## src/rtl/uart_tx_engine_if.sv

```systemverilog
// Host-side bundle for uart_tx_engine: frame request, word, framing config and line status.
// UART_TX_BREAK_EN adds the tx_break request line.
interface uart_tx_engine_if #(
    parameter int DATA_WIDTH = 8
);
    logic                  tx_start;
    logic [DATA_WIDTH-1:0] tx_data;
    logic                  parity_en;
    logic                  parity_odd;
    logic                  two_stop;
`ifdef UART_TX_BREAK_EN
    logic                  tx_break;
`endif
    logic                  tx;
    logic                  tx_busy;
    logic                  tx_done;

`ifdef UART_TX_BREAK_EN
    modport master (
        output tx_start, tx_data, parity_en, parity_odd, two_stop, tx_break,
        input  tx, tx_busy, tx_done
    );

    modport slave (
        input  tx_start, tx_data, parity_en, parity_odd, two_stop, tx_break,
        output tx, tx_busy, tx_done
    );
`else
    modport master (
        output tx_start, tx_data, parity_en, parity_odd, two_stop,
        input  tx, tx_busy, tx_done
    );

    modport slave (
        input  tx_start, tx_data, parity_en, parity_odd, two_stop,
        output tx, tx_busy, tx_done
    );
`endif
endinterface

```

## src/rtl/uart_tx_engine.sv

```systemverilog
// UART transmit engine: start bit, DATA_WIDTH data bits LSB first, optional parity, one or two stops.
// Define UART_TX_BREAK_EN to add the tx_break input and the BREAK (line held low) state.
module uart_tx_engine #(
    parameter int DATA_WIDTH   = 8,
    parameter int CLKS_PER_BIT = 16
) (
    input  logic           clk,
    input  logic           rst,
    uart_tx_engine_if.slave bus
);
    localparam int CNT_W = (CLKS_PER_BIT > 1) ? $clog2(CLKS_PER_BIT) : 1;
    localparam int BIT_W = $clog2(DATA_WIDTH);
    localparam logic [CNT_W-1:0] BAUD_LAST = CNT_W'(CLKS_PER_BIT - 1);
    localparam logic [BIT_W-1:0] DATA_LAST = BIT_W'(DATA_WIDTH - 1);

    typedef enum logic [2:0] {
        ST_IDLE   = 3'd0,
        ST_START  = 3'd1,
        ST_DATA   = 3'd2,
        ST_PARITY = 3'd3,
        ST_STOP   = 3'd4
`ifdef UART_TX_BREAK_EN
        , ST_BREAK = 3'd5
`endif
    } state_t;

    state_t                state_q, state_d;
    logic [CNT_W-1:0]      baud_q, baud_d;
    logic [BIT_W-1:0]      bit_q, bit_d;
    logic [DATA_WIDTH-1:0] shreg_q, shreg_d;
    logic                  parity_q, parity_d;
    logic                  par_en_q, par_en_d;
    logic                  two_stop_q, two_stop_d;
    logic                  tx_q, tx_d;
    logic                  busy_q, busy_d;
    logic                  done_q, done_d;
    logic                  bit_end;
    logic                  brk_active;

`ifdef UART_TX_BREAK_EN
    logic                  brk_q, brk_d;
    assign brk_active = brk_q;
`else
    assign brk_active = 1'b0;
`endif

    assign bit_end = (baud_q == BAUD_LAST);

    // Every transition happens on a bit end, so wrapping the counter there also restarts it on state entry.
    always_comb begin
        state_d    = state_q;
        baud_d     = bit_end ? '0 : baud_q + 1'b1;
        bit_d      = bit_q;
        shreg_d    = shreg_q;
        parity_d   = parity_q;
        par_en_d   = par_en_q;
        two_stop_d = two_stop_q;
        tx_d       = tx_q;
        busy_d     = busy_q;
        done_d     = 1'b0;
`ifdef UART_TX_BREAK_EN
        brk_d      = brk_q;
`endif

        case (state_q)
            ST_IDLE: begin
                baud_d = '0;
                bit_d  = '0;
                tx_d   = 1'b1;
                busy_d = 1'b0;
`ifdef UART_TX_BREAK_EN
                brk_d  = 1'b0;
                if (bus.tx_break) begin
                    state_d = ST_BREAK;
                    tx_d    = 1'b0;
                    busy_d  = 1'b1;
                    brk_d   = 1'b1;
                end else
`endif
                if (bus.tx_start) begin
                    state_d    = ST_START;
                    shreg_d    = bus.tx_data;
                    parity_d   = (^bus.tx_data) ^ bus.parity_odd;
                    par_en_d   = bus.parity_en;
                    two_stop_d = bus.two_stop;
                    tx_d       = 1'b0;
                    busy_d     = 1'b1;
                end
            end

            ST_START: begin
                if (bit_end) begin
                    state_d = ST_DATA;
                    tx_d    = shreg_q[0];
                    shreg_d = shreg_q >> 1;
                    bit_d   = '0;
                end
            end

            ST_DATA: begin
                if (bit_end) begin
                    if (bit_q == DATA_LAST) begin
                        bit_d = '0;
                        if (par_en_q) begin
                            state_d = ST_PARITY;
                            tx_d    = parity_q;
                        end else begin
                            state_d = ST_STOP;
                            tx_d    = 1'b1;
                        end
                    end else begin
                        tx_d    = shreg_q[0];
                        shreg_d = shreg_q >> 1;
                        bit_d   = bit_q + 1'b1;
                    end
                end
            end

            ST_PARITY: begin
                if (bit_end) begin
                    state_d = ST_STOP;
                    tx_d    = 1'b1;
                    bit_d   = '0;
                end
            end

            // bit_q counts stop bits here; a break always finishes with a single silent stop bit.
            ST_STOP: begin
                tx_d = 1'b1;
                if (bit_end) begin
                    if (two_stop_q && !brk_active && (bit_q == '0)) begin
                        bit_d = bit_q + 1'b1;
                    end else begin
                        state_d = ST_IDLE;
                        busy_d  = 1'b0;
                        done_d  = !brk_active;
                        bit_d   = '0;
                    end
                end
            end

`ifdef UART_TX_BREAK_EN
            ST_BREAK: begin
                tx_d = 1'b0;
                if (bit_end && !bus.tx_break) begin
                    state_d = ST_STOP;
                    tx_d    = 1'b1;
                    bit_d   = '0;
                end
            end
`endif

            default: begin
                state_d = ST_IDLE;
                baud_d  = '0;
                bit_d   = '0;
                tx_d    = 1'b1;
                busy_d  = 1'b0;
            end
        endcase
    end

    always_ff @(posedge clk or posedge rst) begin
        if (rst) begin
            state_q    <= ST_IDLE;
            baud_q     <= '0;
            bit_q      <= '0;
            shreg_q    <= '0;
            parity_q   <= 1'b0;
            par_en_q   <= 1'b0;
            two_stop_q <= 1'b0;
            tx_q       <= 1'b1;
            busy_q     <= 1'b0;
            done_q     <= 1'b0;
`ifdef UART_TX_BREAK_EN
            brk_q      <= 1'b0;
`endif
        end else begin
            state_q    <= state_d;
            baud_q     <= baud_d;
            bit_q      <= bit_d;
            shreg_q    <= shreg_d;
            parity_q   <= parity_d;
            par_en_q   <= par_en_d;
            two_stop_q <= two_stop_d;
            tx_q       <= tx_d;
            busy_q     <= busy_d;
            done_q     <= done_d;
`ifdef UART_TX_BREAK_EN
            brk_q      <= brk_d;
`endif
        end
    end

    assign bus.tx      = tx_q;
    assign bus.tx_busy = busy_q;
    assign bus.tx_done = done_q;
endmodule

```

## src/flat_wrapper.sv

```systemverilog
// flat-port wrapper written by rule: the top's interface ports become plain ports
module uart_tx_engine_flat 
#(
    parameter int DATA_WIDTH   = 8,
    parameter int CLKS_PER_BIT = 16
)
  (clk, rst, bus_tx_start, bus_tx_data, bus_parity_en, bus_parity_odd, bus_two_stop, bus_tx, bus_tx_busy, bus_tx_done);
  uart_tx_engine_if #(.DATA_WIDTH(DATA_WIDTH)) bus_i ();
  input  logic clk;
  input  logic rst;
  input wire logic [$bits(bus_i.tx_start)-1:0] bus_tx_start;
  input wire logic [$bits(bus_i.tx_data)-1:0] bus_tx_data;
  input wire logic [$bits(bus_i.parity_en)-1:0] bus_parity_en;
  input wire logic [$bits(bus_i.parity_odd)-1:0] bus_parity_odd;
  input wire logic [$bits(bus_i.two_stop)-1:0] bus_two_stop;
  output wire logic [$bits(bus_i.tx)-1:0] bus_tx;
  output wire logic [$bits(bus_i.tx_busy)-1:0] bus_tx_busy;
  output wire logic [$bits(bus_i.tx_done)-1:0] bus_tx_done;
  assign bus_i.tx_start = bus_tx_start;
  assign bus_i.tx_data = bus_tx_data;
  assign bus_i.parity_en = bus_parity_en;
  assign bus_i.parity_odd = bus_parity_odd;
  assign bus_i.two_stop = bus_two_stop;
  assign bus_tx = bus_i.tx;
  assign bus_tx_busy = bus_i.tx_busy;
  assign bus_tx_done = bus_i.tx_done;
  uart_tx_engine #(.DATA_WIDTH(DATA_WIDTH), .CLKS_PER_BIT(CLKS_PER_BIT)) u_core (.clk(clk), .rst(rst), .bus(bus_i));
endmodule
```

## config.mk

```make
export PLATFORM = sky130hd
export DESIGN_NAME = uart_tx_engine_flat
export DESIGN_NICKNAME = d
export VERILOG_FILES = /design/src/rtl/uart_tx_engine_if.sv /design/src/rtl/uart_tx_engine.sv /design/src/flat_wrapper.sv
export SDC_FILE = /design/constraint.sdc
export NUM_CORES = 1
export LEC_CHECK = 0
export CORE_MARGIN = 2
export CORE_UTILIZATION = 54
export DETAILED_ROUTE_END_ITERATION = 6
export PLACE_DENSITY = 0.75
export SLEW_MARGIN = 40
export SYNTH_ARGS = -nofsm -noshare
export SYNTH_HDL_FRONTEND = slang
export SYNTH_SLANG_ARGS = --single-unit
```

## constraint.sdc

```tcl
create_clock -name clk -period 2.9 [get_ports clk]
set_clock_uncertainty 0.05 [all_clocks]
set_input_delay 0.58 -clock clk [delete_from_list [all_inputs] [get_ports clk]]
set_output_delay 0.58 -clock clk [all_outputs]
set_load 0.02 [all_outputs]
```

==> results of run 1 <==
==> kinds of logic (layout without fill, tap and decap cells) <==
kind of cell	after synthesis	count (layout)	synth area share (%)
simple gates	29	29	11.0
flops	24	24	45.6
xor+xnor	9	9	7.02
mux	19	19	15.7
compound gates	24	24	12.4
fa+ha+maj	5	5	4.74
buf+inv	12	29	3.42
==> final timing paths <==
kind	startpoint	endpoint	slack (ns)	cells after the start
setup / recovery	u_core.bit_q[0]	u_core.shreg_q[6]	0.63	6
hold / removal	u_core.baud_q[0]	u_core.baud_q[0]	0.43	1
setup reg to reg	u_core.bit_q[0]	u_core.shreg_q[6]	0.63	6
hold reg to reg	u_core.baud_q[0]	u_core.baud_q[0]	0.43	1
max in group asynchronous	rst	u_core.bus.tx	1.89	2
min in group asynchronous	rst	u_core.shreg_q[1]	0.54	2
==> power by group through the flow <==
stage                     clock network, uW  registers (uW)  logic [uW]
after detailed placement                  0             347        60.8
after floorplan                           0             347        31.9
final                                   239             340        59.8
after global placement                    0             347        58.7
after CTS                               246             341        60.8
after global routing                    263             341        65.0
==> flip-flops by register name (all words and copies together) (netlist names) <==
name                flops
u_core.baud_q           4
u_core.bit_q            3
u_core.bus.tx           1
u_core.bus.tx_busy      1
u_core.bus.tx_done      1
u_core.par_en_q         1
u_core.parity_q         1
u_core.shreg_q          8
u_core.state_q          3
u_core.two_stop_q       1
==> final cells by class <==
| class | instances | area (sq um) | area share (%) |
|---|---|---|---|
| Clock inverter | 1 | 30.0 | 1.93 |
| Tap cell | 28 | 35.0 | 2.25 |
| Timing Repair Buffer | 16 | 160 | 10.3 |
| Sequential cell | 24 | 602 | 38.7 |
| Clock buffer | 3 | 22.5 | 1.45 |
| Multi-Input combinational cell | 86 | 672 | 43.2 |
| Inverter | 9 | 33.8 | 2.17 |
==> cells in the mapped netlist, drive strengths merged (2+ instances only) <==
cell type	number
nand2b	2
o22ai	2
a21o	2
and3	3
dfrtp	23
xnor2	4
nand3	6
inv	9
nor2	9
o21ai	6
a21oi	7
nand2	5
mux2	14
or3b	2
clkbuf	2
xor2	4
mux2i	5
ha	5
==> cell usage in the layout, fill, tap and decap left out, types with 2 or more instances in the layout <==
cell type         n
clkdlybuf4s50_1  16
ha_1              5
inv_1             8
xnor2_1           4
and3_1            3
mux2_2           14
a21oi_1           5
o22ai_1           2
a21o_1            2
dfrtp_1          23
clkbuf_4          3
o21ai_0           6
nand2b_1          2
xor2_1            4
nor2_1            9
mux2i_1           5
nand3_1           6
nand2_1           5
==> routing by layer <==
layer,track usage [%],part of all wire [%],up-vias
met4,4.70,0.71,0
met2,28.2,46,14
met1,26.7,49,457
met3,6.50,4.3,2
met5,0,0,-
li1,-,-,463
==> through the flow <==
stage | hold slack [ns] | utilization [%] | area [sq um] | cells | worst slack (ns)
after floorplan | 0.383 | - | 1320 | 122 | 0.793
after global placement | 0.407 | 66.6 | 1500 | 163 | 0.714
after detailed placement | 0.414 | 66.6 | 1500 | 163 | 0.644
after CTS | 0.432 | 69.0 | 1560 | 167 | 0.623
after global routing | 0.471 | 69.0 | 1560 | 167 | 0.555
final | 0.427 | 69.0 | 1560 | 167 | 0.629
==> flow_results.org, run 1 <==
** Global route
- Entering global routing, the biggest net connects 25 pins.
- GRT Total Usage :: 19.1%
- The number of antenna violations at the first check in global routing came to 0.
- Number of global-route vias before repair :: 842
- The first global-routing pass estimated 3840 microns of wire.
- Global-route congestion overflow total :: 0

** Power
- Of the total power, registers draw 53.3%.
- Clock group share of total power :: 37.4%
- Net switching power :: 124 uW
- Of the total power, combinational logic draws 9.4%.
- Internal power contribution :: 515 uW
- In this run the power density over the cells is 411 nW/um^2.
- Summed over all cells, the static leakage comes to 0.000722 uW.
- Final total power :: 639 uW
- Net switching is 19.5% of the power.
- VDD sags by at most 0.400 mV.

** Setup path
- Of all nets on the critical path, the largest fanout is 8.
- Counting stages on the worst path, the most repeated cell is ha_1.
- Setup Crit Path Kind :: flip-flop to flip-flop
- Ordered cell list for the critical path :: ha_1 > ha_1 > or3b_1 > a21o_1 > a21oi_4 > mux2_2
- The critical path contains buffers and inverters numbering 0 combined.
- Element type at the critical path start :: flip-flop
- For the worst setup path, the data arrival time is 2.43 ns.
- Critical path's slowest cell :: dfrtp_1
- Kind of cell adding the most delay to the critical path :: compound AO/OA/AOI/OAI gates
- On the worst path, the slowest cell contributes a delay of 0.40 ns.
- Required time of the critical path :: 3.06 ns
- STA classifies the critical path endpoint as a flip-flop.

** STA
- At the pin with the least slew margin, the transition time is 0.497 ns.
- Final critical delay including setup and external delays :: 2.27 ns
- The worst pin sits at a relative slew slack of 66.8%.
- Aggregate negative setup slack :: 0 ns
- The worst path uses 78.3% of the clock period.
- Static timing analysis puts the maximum clock frequency at 440 MHz.
- Number of hold violations in the final report :: 0
- Setup repair after global routing missed its margin :: no
- Setup violation total in the final timing report :: 0
- Final Max Slew Viols :: 0

** Clock tree
- Clock latency of the later-clocked register in the worst-skew pair :: 0.31 ns
- Post-CTS resize count :: 0
- Count of buffers added by post-CTS timing repair for setup :: 0
- TritonCTS clock tree :: done
- CTS buffer count :: 3
- Maximum number of buffers from clock root to sink :: 2
- TritonCTS Sinks :: 24
- CTS built an H-tree with a depth of 1.
- After clock tree synthesis, the clock-pin slew on the worst setup and hold paths is 0.13 ns.
- Root buffer cell :: clkbuf_4
- Hold-fix buffers, CTS :: 0

** Synthesis
- Mapped Cells :: 122
- In this run, synthesis inferred 0 flip-flops with an integrated enable.
- The synthesized design contains 24 register bits.
- During synthesis, Yosys emitted a total of 0 warnings.
- Synthesis produced a netlist with a net count of 141.
- Unique masters post-synth :: 33
- Cell area after technology mapping :: 1320 sq um
- The synthesized design spends more area on one cell type than any other, namely dfrtp_1.
- After synthesis, the share of flip-flops with an asynchronous set or reset is 100%.
- After synthesis, the mean cell area works out to 10.8 sq um.
- Leading cell types by total area after synthesis :: dfrtp_1 44%, mux2_2 12%, ha_1 4.7%, mux2i_1 3.8%, xnor2_1 2.7%
- In the synthesized netlist the dominant register cell turns out to be dfrtp_1.
- Summed over its instances, the top area cell type makes up 43.6% of the synthesized netlist area.
- Part of the Yosys area used for sequential elements :: 45.6%

** Cells and area
- In the final design database the tool counted 159 nets.
- The number of antenna diodes in the final layout is 0.
- Area delta synth->final :: 17.9%
- Layout filler cell count :: 180
- Fraction of final layout cells sized beyond drive strength 1 :: 16.5%

** Floorplanning
- After floorplanning, the core was divided into 17 placement rows.
- Initial standard-cell utilization of the core :: 58.5%
- Die Outline Area :: 2850 sq um
- Placeable core region :: 2250 sq um
- Die height :: 53.4 microns
- Number of placed I/O pins :: 17
- From left edge to right edge, the die measures 53.4 microns.

** Drt
- The final route contains 936 vias.
- DRC errors left :: 0
- Detailed-router iteration count before antenna repair :: 4
- Average wire per standard cell :: 14.3 microns
- The detailed router finished its first iteration with 12 violations.
- The detail route stage leaves a number of antenna-violating nets equal to 0.
- Via density :: 5.60
- Total Wirelength :: 2380 microns

** Place
- HPWL after DPL :: 1780 microns
- Number of buffer cells added on primary ports :: 16
- Routability-driven placement finished with a final weighted congestion of 0.854.

** Hold path
- Type of the worst min-delay path :: flip-flop to flip-flop

** Status
- Result of the run :: finished, final reports clean

** Run
- Number of max-cap violations :: 0
No activity file was read; power rests on OpenSTA's default activity.
==> inputs of run 2 (changes only) <==
Clock period 2.9 ns to 2.3 ns, I/O delays scaled along.
==> run 2 against run 1 <==
  * Sequential power grew 26%
  * Count of clock-buffer cells in the layout unchanged
  * Die area stayed put
  * Power is 28% higher
  * Design area grew 2.4%
  * Largest power group unchanged
  * Highest routed layer unchanged
  * Register-to-register slack got worse by 0.53 ns
==> flow_results.org, run 2 (synthesized netlist as in run 1, its figures left out) <==
** Clock tree
- In this run the number of H-tree levels came out at 1.
- CTS saw 24 sinks.
- Root buffer cell :: clkbuf_4
- Clock transition at the register clock pins on the worst setup and hold paths after CTS :: 0.15 ns
- Hold-fix buffers, CTS :: 0
- CTS buffer count :: 3
- TritonCTS clock tree :: done
- No sink is reached through more buffers than the 2 on the longest clock path.
- Clock latency of the later-clocked register in the worst-skew pair :: 0.32 ns

** Global route
- Global-route congestion overflow total :: 0
- Entering global routing, the biggest net connects 15 pins.
- Number of antenna violations at the first check in global routing :: 0
- The first global-routing pass estimated 4410 microns of wire.
- Number of global-route vias before repair :: 946
- GRT Total Usage :: 21.5%

** Drt
- Detailed-router iteration count before antenna repair :: 4
- For this block, the routed nets add up to 2500 microns of wire.
- The count of nets left with antenna violations once routing finished came out at 0.
- Detailed routing inserted a total of 955 vias.
- Dividing the detail-routed via count by the number of cells gives 5.55.
- After detailed routing, the average wire length per cell comes to 14.5 microns.
- DRC violation total after the first TritonRoute iteration :: 21
- For this run, design rule violations remaining after detail routing come to 0.

** Cells and area
- Antenna cell count :: 0
- The top cell types in the final layout, fill and taps aside, are 23 x dfrtp_1, 16 x clkdlybuf4s50_1, 14 x mux2_2.
- Area delta synth->final :: 20.8%
- Fraction of final layout cells sized beyond drive strength 1 :: 18.8%
- Layout filler cell count :: 180
- Number of flip-flops in the largest register :: 8
- Most frequent standard cell in the layout excluding fill and tap cells :: dfrtp_1
- In the final layout, the registers with the most flip-flops are u_core.shreg_q: 8 flops, u_core.baud_q: 4 flops.
- Layout Nets :: 164
- Register ranked first by flip-flop count :: u_core.shreg_q

** STA
- Setup repair after global routing left no endpoint under its margin.
- Final cycle utilization of the critical path :: 95.7%
- Setup violations remaining at the end of the flow were counted as 0.
- For the pin with the worst max-slew slack, the measured transition is 0.509 ns.
- The worst path in the final design needs a cycle of 2.20 ns, including I/O delays and setup.
- Adding up every negative setup slack in the final design gives 0 ns.
- The final-report max-slew violation count was 0.
- Max_slew headroom :: 66.0%
- Max Freq :: 454 MHz
- The final-report hold violation count was 0.
- Final critical-path setup slack :: 0.0993 ns

** Run
- Max-cap violations in this run came to 0.

** Setup path
- The worst setup path is launched from a flip-flop.
- Sort of element at the end of the critical path :: flip-flop
- Crit path capture :: u_core.shreg_q[3]
- In this run the worst path has a maximum fanout of 8.
- Setup Crit Path Kind :: flip-flop to flip-flop
- Required time of the critical path :: 2.47 ns
- The startpoint identified for the worst register-to-register timing path is u_core.bit_q[0].
- Register-to-register setup slack :: 0.1 ns
- Data arrives at the worst endpoint at 2.37 ns.
- Depth of the most critical reg-to-reg path :: 6
- Beginning of the critical path :: u_core.bit_q[0]
- Reg-to-Reg End :: u_core.shreg_q[3]

** Power
- Across the VDD grid, the largest voltage drop is 0.455 mV.
- Cell leakage power :: 0.000749 uW
- Dividing total power by cell area gives a power density of 515 nW/um^2.

** Place
- Setup slack after placement :: 0.111 ns
- Input and output buffers added on the ports amount to 16.
- The congestion estimate from routability-driven global placement came to 0.832.
- Summed over all nets, the half-perimeter wirelength after detailed placement is 1920 microns.

** Floorplanning
- Initial standard-cell utilization of the core :: 58.5%
- Placeable core region :: 2250 sq um
- For this design the top-level I/O count stands at 17.
- Die height :: 53.4 microns
- FP Rows :: 17
- The die covers 2850 sq um.
- Horizontal die dimension :: 53.4 microns

** Status
- Result of the run :: finished, final reports clean

** Hold path
- The min-delay analysis places its worst path in the category primary input to async pin.
==> run 2: worst min-delay path by stage <==
stage	startpoint	endpoint	slack [ns]
detailed placement	u_core.baud_q[0]	u_core.baud_q[0]	0.43
global placement	u_core.baud_q[0]	u_core.baud_q[0]	0.41
floorplan	u_core.baud_q[0]	u_core.baud_q[0]	0.38
finish	rst	u_core.bit_q[0]	0.40
CTS	rst	u_core.bit_q[0]	0.42
global route	rst	u_core.bit_q[0]	0.43
==> run 2: layout make-up <==
type / count / area [sq um] / share of cell area [%]
Clock buffer: 3 / 22.5 / 1.41
Clock inverter: 1 / 30.0 / 1.89
Inverter: 9 / 33.8 / 2.12
Multi-Input combinational cell: 86 / 672 / 42.2
Sequential cell: 24 / 602 / 37.8
Tap cell: 28 / 35.0 / 2.20
Timing Repair Buffer: 21 / 198 / 12.4
==> run 2: layer usage <==
layer  up-vias  track usage (%)  wire (microns)
li1        475                -               -
met1       456             31.2            1170
met2        22             33.1            1210
met3         2             2.54             100
met4         0             6.41              14
met5         -                0               0
==> run 2: critical path, cell delays in order, from the launching register on <==
cell and delay (ns):
dfrtp_1 0.41, ha_1 0.22, ha_1 0.20, or3b_1 0.34, a21o_1 0.21, a21oi_4 0.28, mux2_2 0.38
==> run 2: what timing repair did <==
item	CTS	global route
setup endpoints to repair	0	6
endpoints found under the hold margin	0	0
buffers inserted	0	1
resized for setup	0	0
==> run 2: through the flow <==
stage	util, %	cell area [sq um]	hold WS [ns]	total power [uW]	cells
final	70.6	1590	0.395	820	172
after global routing	70.6	1590	0.431	849	172
after CTS	70.3	1590	0.422	820	171
after detailed placement	68.0	1530	0.434	514	167
after global placement	68.0	1530	0.405	513	167
after floorplan	-	1320	0.383	478	122
==> run 2: power by group <==
group          leakage (uW)  switching (uW)  internal (uW)
clock             0.0000279             138            176
combinational      0.000423            29.5           46.8
sequential         0.000298            2.01            427
==> inputs of run 3 (changes only) <==
Settings changed: PLACE_DENSITY 0.75 to 0.81.
==> run 3 against run 2 <==
  * Count of clock-buffer cells in the layout unchanged
  * Design area down 0.47%
  * Hold slack worse by 0.0090 ns
  * Largest power group unchanged
  * Sequential power about the same
  * Worst setup slack better by 0.0032 ns
  * First-iteration DRC count up 33%
  * Die area unchanged
  * Core utilization down 0.33 points
  * Global-route usage down 0.15 points
  * Sequential share of layout area up 0.18 points
  * Non-clock buffer count down 1
  * Final cell count down 0.58%
==> flow_results.org, run 3 (synthesized netlist as in run 1, its figures left out) <==
** Drt
- Wires add up to 2540 microns.
- Average wire per standard cell :: 14.8 microns
- DRC errors left :: 0
- Summing over every cut layer, the via total after detailed routing is 978.
- Detail Route Antenna Nets :: 0
- The pre-antenna-repair detailed-routing pass consisted of 4 iterations.
- Via density :: 5.72
- After the first detailed-routing iteration, the DRC count stood at 28.

** Setup path
- STA classifies the critical path startpoint as a flip-flop.
- The critical path goes through ha_1 > ha_1 > or3b_1 > a21o_1 > a21oi_4 > mux2_2.
- Critical path's slowest cell :: dfrtp_1
- Beginning of the critical path :: u_core.bit_q[0]
- Maximum fanout along the worst path :: 8
- Sort of element at the end of the critical path :: flip-flop
- On the worst path, the slowest cell contributes a delay of 0.41 ns.
- In this run the critical register-to-register path is launched from u_core.bit_q[0].
- Data arrival time of the worst path :: 2.37 ns
- Required time of the critical path :: 2.48 ns
- Setup Crit Path Kind :: flip-flop to flip-flop
- Most used cell along the critical path :: ha_1

** Place
- Number of buffer cells added on primary ports :: 16
- Global placement routability congestion :: 0.815
- HPWL after DPL :: 1940 microns
- Setup slack after placement :: 0.112 ns

** Clock tree
- Maximum number of buffers from clock root to sink :: 2
- Post-CTS resize count :: 0
- Hold-fix buffers, CTS :: 0
- Root buffer cell :: clkbuf_4
- Count of buffers added by post-CTS timing repair for setup :: 0
- TritonCTS clock tree :: done
- Number of H-tree branching levels :: 1
- Clock transition at the register clock pins on the worst setup and hold paths after CTS :: 0.13 ns
- The tree built by TritonCTS fans out to 24 sinks.
- Clock latency of the later-clocked register in the worst-skew pair :: 0.32 ns
- Clock tree synthesis inserted a total of 3 buffers.

** STA
- Once routing completed, OpenROAD measured the worst setup slack at 0.103 ns.
- Setup repair after global routing missed its margin :: no
- Final critical delay including setup and external delays :: 2.20 ns
- In this run the tightest slew margin relative to its limit is 67.3%.
- In the final timing run, aggregate negative setup slack is 0 ns.
- Number of hold violations in the final report :: 0
- For the pin with the worst max-slew slack, the measured transition is 0.491 ns.
- The worst path uses 95.5% of the clock period.
- Max Freq :: 455 MHz
- The final-report max-slew violation count is 0.
- Setup violation total in the final timing report :: 0

** Cells and area
- The register with the most flip-flops in the layout has 8 of them.
- Most frequent standard cell in the layout excluding fill and tap cells :: dfrtp_1
- Commonest non-fill, non-tap cells in the layout :: 23 x dfrtp_1, 16 x clkdlybuf4s50_1, 14 x mux2_2
- Antenna cell count :: 0
- Area delta synth->final :: 20.2%
- Layout Nets :: 163
- More flip-flops sit in one register than any other, and that register is u_core.shreg_q.
- The largest registers in the layout are u_core.shreg_q: 8 flops, u_core.baud_q: 4 flops.
- The layout has 188 filler cells.
- Of the cells placed in the final design, the portion with a size suffix greater than 1 is 18.2%.

** Hold path
- Type of the worst min-delay path :: primary input to async pin

** Status
- The run finished with clean final reports.

** Global route
- Global-route congestion overflow total :: 0
- Largest net degree at the start of global routing :: 15
- The number of antenna violations at the first check in global routing was 0.
- The via count of the first global-routing pass was 993.
- The first global-routing pass estimated 4310 microns of wire.
- GRT Total Usage :: 21.3%

** Floorplanning
- Number of placed I/O pins :: 17
- Die height :: 53.4 microns
- In this run the standard cell core region covers 2250 sq um.
- After floorplanning, the core was divided into 17 placement rows.
- The die covers 2850 sq um.
- Initial standard-cell utilization of the core :: 58.5%
- Horizontal die dimension :: 53.4 microns

** Power
- Cell leakage power :: 0.000743 uW
- Power spread over the standard cell area amounts to 512 nW/um^2.
- The worst-case IR drop observed on VDD is 0.453 mV.

** Run
- Across the run, the number of max-cap violations was 0.
run 3: changes by cell type in the layout (fill, tap and decap cells not counted), sizes merged:
| cell | previous run | this run |
|---|---|---|
| buf | 5 | 4 |
run 3: final timing paths:
check                                endpoint  slack (ns)  depth (start not counted)
max                         u_core.shreg_q[1]        0.10                          6
min                         u_core.two_stop_q        0.39                          2
max reg2reg                 u_core.shreg_q[1]        0.10                          6
min reg2reg                  u_core.baud_q[0]        0.44                          1
max in group asynchronous  u_core.bus.tx_busy        1.27                          3
min in group clk             u_core.baud_q[0]        0.44                          1
run 3: power by group:
group	leakage (uW)	internal [uW]	switching (uW)
Combinational	0.000417	46.8	29.4
Clock	0.0000279	176	129
Sequential	0.000298	427	2.41
Total	0.000743	650	161
run 3: per-layer routing:
metal / GRT usage, % / part of all wire (%) / wire length, microns
met1: 26.3 / 46 / 1180
met2: 35.4 / 48 / 1220
met3: 5.37 / 3.8 / 97
met4: 8.12 / 1.4 / 35
met5: 0 / 0 / 0
run 3: worst max-delay path, delay by kind of cell (launching register included):
kind / cells / cell delay (ns)
DFF: 1 / 0.41
adders and majority gates: 2 / 0.41
and+or+nand+nor: 1 / 0.35
AOI/OAI and AO/OA: 2 / 0.51
muxes: 1 / 0.38
run 3: area by class of cell:
type	count	area [sq um]	share of cell area (%)
Tap cell	28	35.0	2.21
Timing Repair Buffer	20	190	12.0
Sequential cell	24	602	38.0
Multi-Input combinational cell	86	672	42.4
Inverter	9	33.8	2.13
Clock buffer	3	22.5	1.42
Clock inverter	1	30.0	1.89
run 3: stage by stage:
step	instance area (sq um)	cells	total power, uW	util (%)	hold WS [ns]
6_report	1590	171	812	70.3	0.386
5_1_grt	1590	171	848	70.3	0.419
4_1_cts	1590	171	820	70.3	0.400
3_5_place_dp	1530	167	515	68.0	0.423
3_3_place_gp	1530	167	512	68.0	0.401
2_1_floorplan	1320	122	478	-	0.383
